[src/rtl/timer_cfg_sequencer.sv]
// Timer configuration sequencer: turns start/stop commands into timer register
// writes, and services timer interrupts by reading and clearing the status register.
module timer_cfg_sequencer #(
  parameter logic [7:0] TDR_ADDR = 8'h00,
  parameter logic [7:0] TCR_ADDR = 8'h01,
  parameter logic [7:0] TSR_ADDR = 8'h02,
  parameter logic [7:0] TIE_ADDR = 8'h03
) (
  input  logic       clk,
  input  logic       rst,
  input  logic       cmd_valid,
  output logic       cmd_ready,
  input  logic       cmd_stop,
  input  logic [7:0] cmd_load_val,
  input  logic       cmd_down,
  input  logic [1:0] cmd_cks,
  input  logic       cmd_ovf_ie,
  input  logic       cmd_udf_ie,
  output logic       m_sel,
  output logic       m_write,
  output logic [7:0] m_addr,
  output logic [7:0] m_wdata,
  input  logic [7:0] m_rdata,
  input  logic       m_ready,
  input  logic       timer_irq,
  output logic       evt_valid,
  output logic       evt_ovf,
  output logic       evt_udf,
  output logic       busy
);

  typedef enum logic [3:0] {
    IDLE, WR_TDR, WR_TCR_LD, WR_TCR_RUN, WR_TIE, WR_STOP, RD_TSR, WR_TSR, EVT
  } state_t;

  state_t     r_state;
  logic       r_m_sel, r_m_write;
  logic [7:0] r_m_addr, r_m_wdata;
  logic       r_evt_valid, r_evt_ovf, r_evt_udf;
  logic       r_down, r_ovf_ie, r_udf_ie;
  logic [1:0] r_cks;
  logic [1:0] r_sts;   // {udf, ovf}

  // Only the two flag bits of the status register are meaningful.
  logic w_rdata_unused;
  assign w_rdata_unused = ^m_rdata[7:2];

  assign cmd_ready = !rst && (r_state == IDLE) && !timer_irq;
  assign busy      = (r_state != IDLE);
  assign m_sel     = r_m_sel;
  assign m_write   = r_m_write;
  assign m_addr    = r_m_addr;
  assign m_wdata   = r_m_wdata;
  assign evt_valid = r_evt_valid;
  assign evt_ovf   = r_evt_ovf;
  assign evt_udf   = r_evt_udf;

  always_ff @(posedge clk or posedge rst) begin
    if (rst) begin
      r_state     <= IDLE;
      r_m_sel     <= 1'b0;
      r_m_write   <= 1'b0;
      r_m_addr    <= 8'h00;
      r_m_wdata   <= 8'h00;
      r_evt_valid <= 1'b0;
      r_evt_ovf   <= 1'b0;
      r_evt_udf   <= 1'b0;
      r_down      <= 1'b0;
      r_cks       <= 2'b00;
      r_ovf_ie    <= 1'b0;
      r_udf_ie    <= 1'b0;
      r_sts       <= 2'b00;
    end else begin
      case (r_state)
        IDLE: begin
          r_evt_valid <= 1'b0;
          r_evt_ovf   <= 1'b0;
          r_evt_udf   <= 1'b0;
          if (timer_irq) begin
            r_state   <= RD_TSR;
            r_m_sel   <= 1'b1;
            r_m_write <= 1'b0;
            r_m_addr  <= TSR_ADDR;
            r_m_wdata <= 8'h00;
          end else if (cmd_valid) begin
            r_down    <= cmd_down;
            r_cks     <= cmd_cks;
            r_ovf_ie  <= cmd_ovf_ie;
            r_udf_ie  <= cmd_udf_ie;
            r_m_sel   <= 1'b1;
            r_m_write <= 1'b1;
            if (cmd_stop) begin
              r_state   <= WR_STOP;
              r_m_addr  <= TCR_ADDR;
              r_m_wdata <= 8'h00;
            end else begin
              r_state   <= WR_TDR;
              r_m_addr  <= TDR_ADDR;
              r_m_wdata <= cmd_load_val;
            end
          end
        end
        WR_TDR: if (m_ready) begin
          r_state   <= WR_TCR_LD;
          r_m_addr  <= TCR_ADDR;
          r_m_wdata <= {1'b1, 1'b0, r_down, 1'b0, 2'b00, r_cks};
        end
        WR_TCR_LD: if (m_ready) begin
          r_state   <= WR_TCR_RUN;
          r_m_addr  <= TCR_ADDR;
          r_m_wdata <= {1'b0, 1'b0, r_down, 1'b1, 2'b00, r_cks};
        end
        WR_TCR_RUN: if (m_ready) begin
          r_state   <= WR_TIE;
          r_m_addr  <= TIE_ADDR;
          r_m_wdata <= {6'b000000, r_udf_ie, r_ovf_ie};
        end
        WR_TIE, WR_STOP: if (m_ready) begin
          r_state   <= IDLE;
          r_m_sel   <= 1'b0;
          r_m_write <= 1'b0;
        end
        RD_TSR: if (m_ready) begin
          r_sts <= m_rdata[1:0];
          if (m_rdata[1:0] == 2'b00) begin
            // Nothing flagged: drop the interrupt without an event.
            r_state <= IDLE;
            r_m_sel <= 1'b0;
          end else begin
            r_state   <= WR_TSR;
            r_m_write <= 1'b1;
            r_m_addr  <= TSR_ADDR;
            r_m_wdata <= {6'b000000, m_rdata[1:0]};
          end
        end
        WR_TSR: if (m_ready) begin
          r_state     <= EVT;
          r_m_sel     <= 1'b0;
          r_m_write   <= 1'b0;
          r_evt_valid <= 1'b1;
          r_evt_ovf   <= r_sts[0];
          r_evt_udf   <= r_sts[1];
        end
        EVT: begin
          r_state     <= IDLE;
          r_evt_valid <= 1'b0;
          r_evt_ovf   <= 1'b0;
          r_evt_udf   <= 1'b0;
        end
        default: begin
          r_state <= IDLE;
          r_m_sel <= 1'b0;
        end
      endcase
    end
  end

endmodule

[config.mk]
export PLATFORM = sky130hd
export DESIGN_NAME = timer_cfg_sequencer
export DESIGN_NICKNAME = d
export VERILOG_FILES = /design/src/rtl/timer_cfg_sequencer.sv
export SDC_FILE = /design/constraint.sdc
export NUM_CORES = 1
export LEC_CHECK = 0
export BUFFER_PORTS_ARGS = -buffer_cell sky130_fd_sc_hd__buf_4
export CELL_PAD_IN_SITES_DETAIL_PLACEMENT = 0
export CELL_PAD_IN_SITES_GLOBAL_PLACEMENT = 1
export CORE_MARGIN = 3
export CORE_UTILIZATION = 30
export DETAILED_ROUTE_END_ITERATION = 16
export PLACE_DENSITY = 0.74
export SLEW_MARGIN = 40
export SYNTH_ARGS = -nofsm -noshare
export SYNTH_HDL_FRONTEND = slang
export SYNTH_SLANG_ARGS = --single-unit
[constraint.sdc]
create_clock -name clk -period 2.6 [get_ports clk]
set_input_delay 0.26 -clock clk [delete_from_list [all_inputs] [get_ports clk]]
set_output_delay 0.26 -clock clk [all_outputs]
set_load 0.01 [all_outputs]
* Word-level counts from Yosys, hierarchy flattened
Index checks and enable logic that the tools add are counted.
** Storage, ports and cells
- Bits in registers :: 32
- Input bits :: 27
- Output and inout port bits :: 23
- Logic and storage cells :: 102
** Operators by class
- Equal/unequal tests :: 19
- Multiplexer cells :: 44
- Bitwise operators :: 2
- Reduce and logical (&&, ||, !) cells :: 24
** Operators by type and width (count)
- $mux 8 :: 14
- $pmux 8 s5 :: 1
- $mux 4 :: 8
- $pmux 8 s4 :: 1
- $pmux 4 s7 :: 1
- $eq 4x3->1 const B :: 4
- $ne 2x2->1 const B :: 8
- $reduce_and 7->1 :: 2
- $mux 1 :: 12
- $reduce_and 5->1 :: 2
- $eq 4x2->1 const B :: 2
- $reduce_bool 4->1 :: 2
- $mux 3 :: 2
- $pmux 1 s2 :: 3
- $reduce_and 6->1 :: 1
- $reduce_or 2->1 :: 3
- $reduce_bool 5->1 :: 1
- $eq 4x1->1 const B :: 1
- $eq 4x4->1 const B :: 1
- $logic_not 4->1 :: 1
- $ne 2x1->1 const B :: 2
- $pmux 1 s4 :: 1
- $reduce_and 2->1 :: 2
- $reduce_or 4->1 :: 1
- 10 further kinds :: 13

* Depth between registers and ports, before layout
- Depth in word-level cells :: 4
- Mapped depth :: 6
- Gate-level depth less buffers :: 4

* Least setup slack after synthesis
No wires, ideal clock.
- Kind :: register to register
- Start point :: register r_state[1]
- End point :: register r_m_addr[0], in the netlist m_addr[0]
- Setup time :: 0.125 ns
- Arrival time :: 1.504 ns
- Required time :: 2.475 ns
- Setup slack :: 0.971 ns
- Cell stages (with the launch flop) :: 6
- Path buffers :: 1
- Period minus slack after synthesis :: 1.629 ns
- Cells stage by stage :: dfrtp_1 -> buf_6 -> nor3b_4 -> and3b_2 -> o22ai_4 -> mux2_2
** Between the ends
- Cells in the longest elaborated chain, start to end :: 4
- Elaborated cells on any way between the ends :: 14
- Classes of those cells :: 9 x eq/ne; 1 x mux; 4 x reduce/logical
** Ends and longest elaborated chain
- start: declaration :: line 36 : state_t r_state;
- start signal: assignment :: line 60 : r_state <= IDLE;
- start signal: assignment :: line 80 : r_state <= RD_TSR;
- start signal: assignment :: line 93 : r_state <= WR_STOP;
- $eq 4x2->1 or $eq 4x1->1 (tied branches) :: line 74 : case (r_state)
- $reduce_or 2->1 (no line)
- $ne 2x1->1 (no line) or $reduce_bool 4->1 (tied branches)
- $reduce_and 6->1 (no line)
- end signal: assignment :: line 83 : r_m_addr <= TSR_ADDR;
- end signal: assignment :: line 94 : r_m_addr <= TCR_ADDR;
- end signal: assignment :: line 98 : r_m_addr <= TDR_ADDR;
- end: declaration :: line 38 : logic [7:0] r_m_addr, r_m_wdata;
Several ways; a longest one is shown, not always the timed one.
A chain may end at the register's enable or synchronous reset.

* Worst setup path in the final report
- Start point :: register r_state[0]
- End point :: output port cmd_ready
** Between the ends
- Cells in the longest elaborated chain, start to end :: 3
** Ends and longest elaborated chain
- $logic_not 4->1 :: line 48 : assign cmd_ready = !rst && (r_state == IDLE) && !timer_irq;
- $logic_and 1x1->1 (2 in a row) :: line 48
- end: declaration :: line 12 : output logic cmd_ready,
Every way passes these cells.

==> impl_metrics.csv <==
group,metric,value,unit
clock_network,numCtsBuffers,3,
place,dp_hpwl,2530,um
final_layout,final_cell_mix,"buf_4, dfrtp_1, mux2_2",
floorplanning,io_pins,50,
place,port_buffers,37,
clock_network,tritoncts,"yes",
pwr,p_int,1.43,mW
yosys,synthArstFlopShare,100,%
pwr,switchingPower,0.844,mW
routing,dr_total_vias,1193,
pwr,leakagePower,0.895,nW
pwr,pwr-share-comb,51.3,%
clock_network,cts_max_level,1,
pwr,powerDensity,1190,mW/mm2
routing,ant_nets,0,
final_layout,post_route_cells_drive_above_1_share,39.7,%
pwr,p_sw_share,37.1,%
grt,grt_pass1_wl,6040,um
grt,first_global_vias,1216,
routing,drtPass1Iterations,4,
sta,post-route-period-util,79.3,%
clock_network,clk-insertion-delay-late,0.27,ns
sta,min_period,2.06,ns
floorplanning,start_util,32.2,%
yosys,ys_ff_latch,26,
place,place_congestion,0.807,
setup_path,r2r_start,"r_state[2]",
final_layout,antenna_cells,0,
clock_network,clk_path_buf_depth,2,
place,dp_slack,0.722,ns
clock_network,cts-resized-gates,0,
setup_path,crit_start,"r_state[0]",
yosys,yosys_warnings,0,
routing,first_iter_violations,52,
final_layout,fin_nets,212,
final_layout,layout_commonest_cell,"buf_4",
floorplanning,die_w,78.3,um
outcome,status,"finished clean",
yosys,syn_area,0.00157,mm2
sta,worst_pin_slew,0.577,ns
pwr,seqPwrFrac,33.6,%
clock_network,clockRootBuffer,"clkbuf_8",
setup_path,cp_max_fo,15,
yosys,synth_top_area_cell,"dfrtp_1",
floorplanning,core_region_area,0.00488,mm2
setup_path,critPathMaxStageDelay,0.53,ns
setup_path,rr_worst_depth,4,
final_layout,area_growth,21.4,%
yosys,ys_seq_area_share,41.4,%
yosys,avgSynthCellArea,10.5,um2
setup_path,cp-endpoint,"cmd_ready",
sta,tns,0,ns
grt,antenna_found_initial,0,
setup_path,r2r_slack,0.72,ns
setup_path,critical_path_class,"reg2out",
setup_path,cp.required,2.34,ns
clock_network,postCtsSetupRepairBufs,0,
flow_run,maxCapViolCount,0,
sta,setup_slack,0.538,ns
sta,max_slew_margin,61.5,%
setup_path,arrival,1.80,ns
floorplanning,dieHeight,78.3,um
setup_path,crit_chain,"buf_4 -> nor3_1 -> nand2_1 -> nor3_1 -> buf_4",
routing,route.detailed.drc,0,
yosys,synth_ff_type,"dfrtp_1",
pwr,total_power,2.27,mW
routing,vias_per_cell,4.75,
sta,skew,0.00183,ns
sta,report.final.hold_viol_count,0,
routing,drt-total-wl,3480,um
grt,grt.total_usage,12.4,%
sta,setup_violations,0,
final_layout,fill_cells,544,
pwr,peakVddDrop,359,uV
yosys,synth.distinct_cells,42,
setup_path,r2r-end,"m_wdata[0]",
setup_path,crit_path_top_delay_cell,"dfrtp_1",
floorplanning,die_area,0.00614,mm2
yosys,synthTopCellsByArea,"dfrtp_1, mux2_2, mux2i_1",
sta,rsz0062_at_grt,"false",
sta,final_max_slew_viol_count,0,
grt,grt_max_degree,27,
worst_hold_path,hold_path_class,"in2async",
grt,grt_overflow,0,
setup_path,end_kind,"output port",
floorplanning,rows,25,
clock_network,path_clk_slew,0.09,ns
clock_network,cts_sinks,26,
pwr,clkPwrFrac,15.1,%
yosys,synth_top_area_share,41.4,%
clock_network,hold_buffers,0,
sta,fmax,485,MHz
setup_path,start_kind,"flip-flop",
yosys,syn_inst,150,
routing,avgRoutedWirePerCell,13.8,um
yosys,synth-edff-count,0,
-- area by class of cell --
class                      instances  area [um2]  area share [%]
clock inverter                     1        30.0            1.58
timing repair buffer              40         300            15.8
clock buffer                       3        41.3            2.17
multi-input combinational        104         762            40.0
inverter                          10        37.5            1.97
tap                               67        83.8            4.40
sequential                        26         651            34.1
-- how the worst min path moves through the flow --
stage	startpoint	slack, ns	endpoint
after floorplan	rst	0.30	evt_ovf
after global placement	rst	0.35	m_write
after detailed placement	rst	0.37	m_write
after CTS	rst	0.06	m_write
after global routing	rst	0.07	m_sel
final	rst	0.04	m_write
-- power by group through the flow --
stage	clock, mW	combinational (mW)	sequential (mW)
global route	0.371	1.31	0.804
detailed placement	0	1.17	0.776
floorplan	0	0.935	0.734
finish	0.343	1.17	0.764
global placement	0	1.15	0.769
CTS	0.351	1.18	0.766
-- cell families after synthesis --
kind of cell | Yosys count | synth area share (%)
buffers and inverters | 25 | 11.2
other | 1 | 0.239
AND/OR/NAND/NOR | 40 | 13.9
flip-flops | 26 | 41.4
multiplexers | 20 | 14.2
AO/OA/AOI/OAI | 37 | 18.4
XOR/XNOR | 1 | 0.558
-- per-layer routing --
metal  vias to the layer above  track usage, %  part of all wire, %
met4                         0            5.07                  2.0
met3                         7            2.64                  4.7
met5                         -               0                    0
li1                        586               -                    -
met1                       568            16.3                   47
met2                        32            19.7                   47
-- flip-flops by register name, indices dropped and copies added, names as in the netlist --
signal and count:
evt_ovf 1, r_sts 2, m_sel 1, r_ovf_ie 1
r_down 1, r_udf_ie 1, m_write 1, m_wdata 8
r_state 4, m_addr 2, evt_udf 1, r_cks 2
evt_valid 1
-- worst max-delay path: cells and delay by family, from the launching register on --
family,cells,cell delay [ns]
simple gates,3,0.59
flops,1,0.53
buf+inv,2,0.41
-- synthesized netlist by cell type (2+ instances only) --
cell type and number:
clkbuf_1 2, nand3b_1 3, nand2_1 10, a32o_1 3, a22o_2 2, nand3_1 4
nor2_1 10, nor3_1 4, nor2b_1 2, mux2_2 14, mux2i_1 5, o211ai_1 2
clkbuf_8 3, inv_1 10, a21o_2 3, a2bb2oi_1 2, a21oi_1 6, o21ai_0 8
buf_6 4, dfrtp_1 26, buf_4 6
-- through the flow --
step                      util [%]  area, um2  hold slack [ns]  instances
after floorplan                  -       1590            0.300        155
after global placement        37.6       1830            0.352        247
after CTS                     39.1       1910           0.0552        251
after global routing          39.1       1910           0.0672        251
after detailed placement      37.6       1830            0.365        247
final                         39.1       1910           0.0415        251
No activity file was read; power rests on OpenSTA's default activity.
